===== config.mk =====
export PLATFORM = sky130hd
export DESIGN_NAME = rsa_stream_ctrl
export DESIGN_NICKNAME = d
export VERILOG_FILES = /design/src/rtl/rsa_stream_ctrl.sv
export SDC_FILE = /design/constraint.sdc
export NUM_CORES = 2
export LEC_CHECK = 0
export ABC_AREA = 1
export BUFFER_PORTS_ARGS = -buffer_cell sky130_fd_sc_hd__buf_4
export CORE_AREA = 4 4 414 416
export CTS_CLUSTER_SIZE = 40
export DETAILED_ROUTE_END_ITERATION = 8
export DIE_AREA = 0 0 418 420
export GPL_ROUTABILITY_DRIVEN = 0
export HOLD_SLACK_MARGIN = 0.1
export PLACE_DENSITY = 0.39
export SYNTH_ARGS = -nofsm -noshare
export SYNTH_HDL_FRONTEND = slang
export SYNTH_SLANG_ARGS = --single-unit
export TNS_END_PERCENT = 20

===== constraint.sdc =====
create_clock -name i_clk -period 4.1 [get_ports i_clk]
set_clock_uncertainty 0.05 [all_clocks]
set_input_delay 0.205 -clock i_clk [delete_from_list [all_inputs] [get_ports i_clk]]
set_output_delay 0.205 -clock i_clk [all_outputs]
set_load 0.05 [all_outputs]

===== src/rtl/rsa_stream_ctrl.sv =====
// Byte-stream front end for the 256-bit RSA decryption core: loads N and d, then
// per block collects a ciphertext, runs the core and streams the plaintext back out.
module rsa_stream_ctrl #(
  parameter int OUT_BYTES = 31
) (
  input  logic         i_clk,
  input  logic         i_rst_n,
  input  logic [7:0]   i_in_data,
  input  logic         i_in_valid,
  output logic         o_in_ready,
  output logic [7:0]   o_out_data,
  output logic         o_out_valid,
  input  logic         i_out_ready,
  input  logic         i_rekey,
  output logic         o_core_start,
  output logic [255:0] o_core_n,
  output logic [255:0] o_core_d,
  output logic [255:0] o_core_a,
  input  logic [255:0] i_core_result,
  input  logic         i_core_finished,
  output logic         o_busy,
  output logic [15:0]  o_block_cnt
);

  typedef enum logic [2:0] {
    S_GET_N, S_GET_D, S_GET_A, S_START, S_WAIT, S_SEND
  } state_t;

  localparam logic [5:0] LAST_IN  = 6'd31;
  localparam logic [5:0] LAST_OUT = 6'(OUT_BYTES - 1);

  state_t         state_q, state_d;
  logic [5:0]     cnt_q, cnt_d;
  logic [255:0]   n_q, n_d, d_q, d_d, a_q, a_d, out_q, out_d;
  logic [15:0]    blk_q, blk_d;
  logic           getting, rekey_hit, in_rdy, in_fire, out_fire;

  function automatic logic [255:0] shift_in(input logic [255:0] r, input logic [7:0] b);
    return {r[247:0], b};
  endfunction

  // Rekey is only honoured at a block boundary, and then the byte offered that cycle is refused.
  assign getting   = (state_q == S_GET_N) || (state_q == S_GET_D) || (state_q == S_GET_A);
  assign rekey_hit = (state_q == S_GET_A) && (cnt_q == 6'd0) && i_rekey;
  assign in_rdy    = getting && !rekey_hit;
  assign in_fire   = in_rdy && i_in_valid;
  assign out_fire  = (state_q == S_SEND) && i_out_ready;

  always_comb begin
    state_d = state_q;
    cnt_d   = cnt_q;
    n_d     = n_q;
    d_d     = d_q;
    a_d     = a_q;
    out_d   = out_q;
    blk_d   = blk_q;
    case (state_q)
      S_GET_N: if (in_fire) begin
        n_d = shift_in(n_q, i_in_data);
        if (cnt_q == LAST_IN) begin state_d = S_GET_D; cnt_d = 6'd0; end
        else cnt_d = cnt_q + 6'd1;
      end
      S_GET_D: if (in_fire) begin
        d_d = shift_in(d_q, i_in_data);
        if (cnt_q == LAST_IN) begin state_d = S_GET_A; cnt_d = 6'd0; end
        else cnt_d = cnt_q + 6'd1;
      end
      S_GET_A: begin
        if (rekey_hit) begin
          state_d = S_GET_N;
          cnt_d   = 6'd0;
        end else if (in_fire) begin
          a_d = shift_in(a_q, i_in_data);
          if (cnt_q == LAST_IN) begin state_d = S_START; cnt_d = 6'd0; end
          else cnt_d = cnt_q + 6'd1;
        end
      end
      S_START: begin
        state_d = S_WAIT;
        cnt_d   = 6'd0;
      end
      S_WAIT: if (i_core_finished) begin
        out_d   = i_core_result;
        state_d = S_SEND;
        cnt_d   = 6'd0;
      end
      S_SEND: if (out_fire) begin
        out_d = out_q << 8;
        if (cnt_q == LAST_OUT) begin
          state_d = S_GET_A;
          cnt_d   = 6'd0;
          blk_d   = blk_q + 16'd1;
        end else begin
          cnt_d = cnt_q + 6'd1;
        end
      end
      default: begin
        state_d = S_GET_N;
        cnt_d   = 6'd0;
      end
    endcase
  end

  always_ff @(posedge i_clk) begin
    if (!i_rst_n) begin
      state_q <= S_GET_N;
      cnt_q   <= 6'd0;
      n_q     <= '0;
      d_q     <= '0;
      a_q     <= '0;
      out_q   <= '0;
      blk_q   <= 16'd0;
    end else begin
      state_q <= state_d;
      cnt_q   <= cnt_d;
      n_q     <= n_d;
      d_q     <= d_d;
      a_q     <= a_d;
      out_q   <= out_d;
      blk_q   <= blk_d;
    end
  end

  // Handshake flags are held low while reset is asserted, not just after the reset edge.
  assign o_in_ready   = i_rst_n && in_rdy;
  assign o_out_valid  = i_rst_n && (state_q == S_SEND);
  assign o_core_start = i_rst_n && (state_q == S_START);
  assign o_busy       = i_rst_n && ((state_q == S_START) || (state_q == S_WAIT) || (state_q == S_SEND));
  assign o_out_data   = out_q[8*OUT_BYTES-1 -: 8];
  assign o_core_n     = n_q;
  assign o_core_d     = d_q;
  assign o_core_a     = a_q;
  assign o_block_cnt  = blk_q;

endmodule


[Word-level counts from Yosys, hierarchy flattened]
Cells that the tools add are included.
Storage, ports and cells
  word-level logic and storage cells: 72
  register bits after elaboration: 1041
  input bits: 270
  output and inout port bits: 796
Operators by class
  add/subtract/negate cells: 2
  bitwise operators: 1
  reduce and logical (&&, ||, !) cells: 25
  eq/ne operators: 16
  multiplexer cells: 21
Operators with widths (count)
  248-bit two-way mux: 2
  248-bit one-hot mux with 2 select lines: 1
  6-bit two-way mux: 6
  3-bit two-way mux: 10
  6-bit one-hot mux with 4 select lines: 1
  3-bit one-hot mux with 6 select lines: 1
  16-bit by 1-bit adder with 16-bit output, second input constant: 1
  6-bit by 5-bit == test with 1-bit output, second input constant: 2
  1-bit logical AND: 9
  3-bit AND reduction: 3
  9-bit AND reduction: 1
  2-bit != test, second input constant: 4
  6-bit by 1-bit adder with 6-bit output, second input constant: 1
  3-bit by 2-bit == test with 1-bit output, second input constant: 2
  3-bit == test, second input constant: 2
  6-bit logical NOT: 1
  2-bit by 1-bit != test with 1-bit output, second input constant: 3
  2-bit AND reduction: 3
  1-bit logical OR: 4
  3-bit by 1-bit == test with 1-bit output, second input constant: 1
  3-bit logical NOT: 1
  3-bit by 2-bit != test with 1-bit output, second input constant: 1
  3-bit != test, second input constant: 1
  2-bit nonzero test: 1
  other kinds (3): 3

[Depth between registers and ports, before layout]
  depth in word-level cells: 9
  gate-level depth with buffers: 13
  gate-level depth less buffers: 13

[Least setup slack after synthesis]
Ideal clock, no wire load.
  path kind: register to output
  from: register state_q[0]
  to: output port o_busy
  path buffers: 2
  stages on the path, launching flop included: 7
  required time: 3845 ps
  path slack: 1891 ps
  arrival: 1954 ps
  path through: dfxtp_1 -> inv_2 -> nor2_2 -> nand2_2 -> clkbuf_1 -> clkbuf_1 -> a21oi_1
Between the ends
  word-level cells in the longest chain between the ends: 4
  elaborated cells between the ends (all ways): 6
  those cells by class: eq/ne: 3; reduce/logical: 3
Ends and longest elaborated chain
  from (decl): RTL line 32  | state_t state_q, state_d;
  from (signal assigned): RTL line 114  | state_q <= state_d;
  3-bit by 2-bit == test with 1-bit output or 3-bit == test (tied branches): RTL line 128  | assign o_busy = i_rst_n && ((state_q == S_START) || (state_q == S_WAIT) || (state_q == S_SEND));
  1-bit logical OR: RTL line 128
  1-bit logical OR (*): RTL line 128
  1-bit logical AND (*): RTL line 128
  to (decl): RTL line 21  | output logic o_busy,
Every way passes the cells marked *; elsewhere a longest branch is shown, timed or not.

[Worst setup path in the final report]
  from: register state_q[0]
  to: output port o_out_valid
Between the ends
  word-level cells in the longest chain between the ends: 2
Ends and longest elaborated chain
  3-bit == test: RTL line 126  | assign o_out_valid = i_rst_n && (state_q == S_SEND);
  1-bit logical AND: RTL line 126
  to (decl): RTL line 12  | output logic o_out_valid,
Every way passes these cells.

==> results_dict.tcl <==
set metrics [dict create \
    worst_setup_path_start_kind "flop" \
    synth_seq_cells 1041 \
    drt_iter0_drc 2841 \
    first_global_vias 36760 \
    fillers 17910 \
    ir_worst_vdd_mv 0.3826 \
    ys_warn_count 0 \
    r2r_slack_ns 1.11 \
    cp_max_fo 85 \
    cts_hold_buf 264 \
    post-route-period-util 0.8182 \
    clk_latency_ns 0.76 \
    wl_met3_um 10320 \
    slew_viol_final 0 \
    route.detailed.drc 0 \
    antenna_found_initial 5 \
    vias_per_cell 4.560 \
    start_util 0.2349 \
    status "finished clean" \
    setup_violations 0 \
    wl_um 171800 \
    tritoncts "done" \
    end_kind "output pin" \
    yosysSeqAreaShare 0.5306 \
    wl_met2_um 84190 \
    rsz0062_at_grt "false" \
    crit_path_max_incr_delay_ns 0.53 \
    clk_pin_slew_ns 0.05 \
    cp.required_ns 3.85 \
    leakage_uw 0.02567 \
    power_density_mw_per_mm2 408.3 \
    nets 6336 \
    maxCapViolCount 0 \
    hold_violations 0 \
    yosysTopAreaCell "dfxtp_1" \
    wire_per_inst_um 20.55 \
    synthCells 4981 \
    clk_path_buf_depth 3 \
    grt_pass1_wl_um 249600 \
    synth_top_area_frac 0.5306 \
    utilization 0.3340 \
    rows 150 \
    cts_buffers 132 \
    crit_chain "inv_2, nor2_2, nand2_8, buf_4, nor2_1, buf_4" \
    max_slew_margin 0.1924 \
    die_area_mm2 0.1756 \
    root_buffer "clkbuf_16" \
    dieHeight_um 420 \
    hpwl_um 118300 \
    yosys-top-cells-area "dfxtp_1 (53%), nand2_1 (10%), nor2_1 (7.5%)" \
    crit_type "flop to output pin" \
    gr-usage-all-layers 0.1851 \
    io_pins 1066 \
    drt_pre_antenna_iters 7 \
    layout_min_cycle_time_ns 3.355 \
    postSynthAreaPerCell_um2 7.885 \
    htree_levels 4 \
    max_freq_ghz 0.2981 \
    synth_area_mm2 0.03928 \
    cts_setup_buffers 0 \
    finalSetupTns_ns 0 \
    layout.cells.most_common "buf_4" \
    critPathArrivalTime_ns 3.10 \
    grt.overflow.total 0 \
    mostFrequentLayoutCells "buf_4 (1086), nand2_1 (1063), dfxtp_1 (1041)" \
    coreArea_mm2 0.1672 \
    ys_types 32 \
    wl_met1_um 71190 \
    hp-class "input port to flop" \
    highest_layer "met4" \
    ant_nets 0 \
    crit_path_top_delay_cell "buf_4" \
    numClockSinks 1041 \
    syn_nets 5255 \
    path_common_cell "buf_4" \
    post_cts_resized 0 \
    final_layout_size_suffix_gt1_frac 0.2160 \
    die_x_um 418 \
    io_buffers 1057 \
    worst_pin_slew_ns 1.211 \
    vias 38120 \
    areaGrowthSynthToFinish_pct 42.23 \
    grt_max_degree 244 \
]
[layer usage]
metal,vias to the layer above,global-route usage
met5,-,0
met1,18200,0.2253
met2,927,0.3133
met3,232,0.05009
met4,0,0.06568
li1,18770,-
[final timing paths]
path / depth (start not counted) / endpoint / startpoint
worst max-delay path: 6 / o_out_valid / state_q[0]$_SDFFE_PN0P_
worst min-delay path: 5 / out_q[211]$_SDFFE_PN0P_ / i_core_result[211]
worst max register to register: 9 / out_q[238]$_SDFFE_PN0P_ / state_q[0]$_SDFFE_PN0P_
worst min register to register: 2 / out_q[2]$_SDFFE_PN0P_ / out_q[2]$_SDFFE_PN0P_
[final cells by class]
cell class	count	area, um2	share of cell area
flip-flops and latches	1041	20840	0.3731
multi-input cells	3468	16420	0.2939
repair buffers	1375	11290	0.2021
clock buffers	190	3842	0.06879
well taps	2204	2758	0.04937
clock inverters	36	505.5	0.009049
inverters	44	202.7	0.003629
diodes	2	5.005	0.00008960
[flip-flops by register name, indices dropped and copies added, names as in the netlist]
signal / count
o_block_cnt: 16
o_core_n: 256
out_q: 248
o_core_a: 256
cnt_q: 6
state_q: 3
o_core_d: 256
[power by group]
part | switching (uW) | leakage [uW] | internal [uW] | total, uW
Combinational | 529 | 0.0152 | 420 | 950
Sequential | 11.5 | 0.00838 | 10100 | 10100
Clock | 4790 | 0.00213 | 6930 | 11700
[worst max-delay path: cells and delay by family, from the launching register on]
kind,cells,cell delay [ns]
DFF,1,0.48
and+or+nand+nor,3,0.95
buffers and inverters,3,0.90
[synthesized netlist by cell type]
cell type     n
nand4_2       1
buf_2        63
xnor2_1       1
nand4_1       3
ha_1          4
nor3_1      256
nand2_4       1
nor3_2        1
nand3_1     267
and3_1        1
and2_1        1
clkbuf_1    296
nor2_2        3
dfxtp_1    1041
o211a_1     238
nor2_1      785
a21oi_1     302
buf_1        11
nor2_4        1
xor2_1        9
nand2_2       3
nand3b_1      1
o21ai_0     523
inv_1        37
inv_2         7
o21bai_1      1
nand2_1    1063
o21ai_1       1
a41o_1        1
buf_4        57
nor3_4        1
buf_6         1
[stage by stage]
step                      total power (uW)  setup slack, ns  cells  hold WS (ns)  instance area (um2)
final                                22810           0.7452   8360        0.2942                55860
after CTS                            23220           0.5653   8358        0.2144                55850
after floorplan                      10710            1.891   4981        0.2989                39280
after global routing                 23650           0.4944   8360        0.2442                55860
after detailed placement             11090            1.138   7868        0.4053                48860
after global placement               11090            1.082   7868        0.3950                48860
[kinds of logic (layout without fill, tap and decap cells)]
logic type | after synthesis | after routing | share of synthesized area
xor gates and xnor gates | 10 | 10 | 0.002230
DFF | 1041 | 1041 | 0.5306
buffers and inverters | 472 | 1645 | 0.05276
and+or+nand+nor | 2388 | 2388 | 0.2468
other | 0 | 2 | 0
AOI/OAI and AO/OA | 1066 | 1066 | 0.1664
adders and majority gates | 4 | 4 | 0.001274
(Power assumes the default switching activity.)
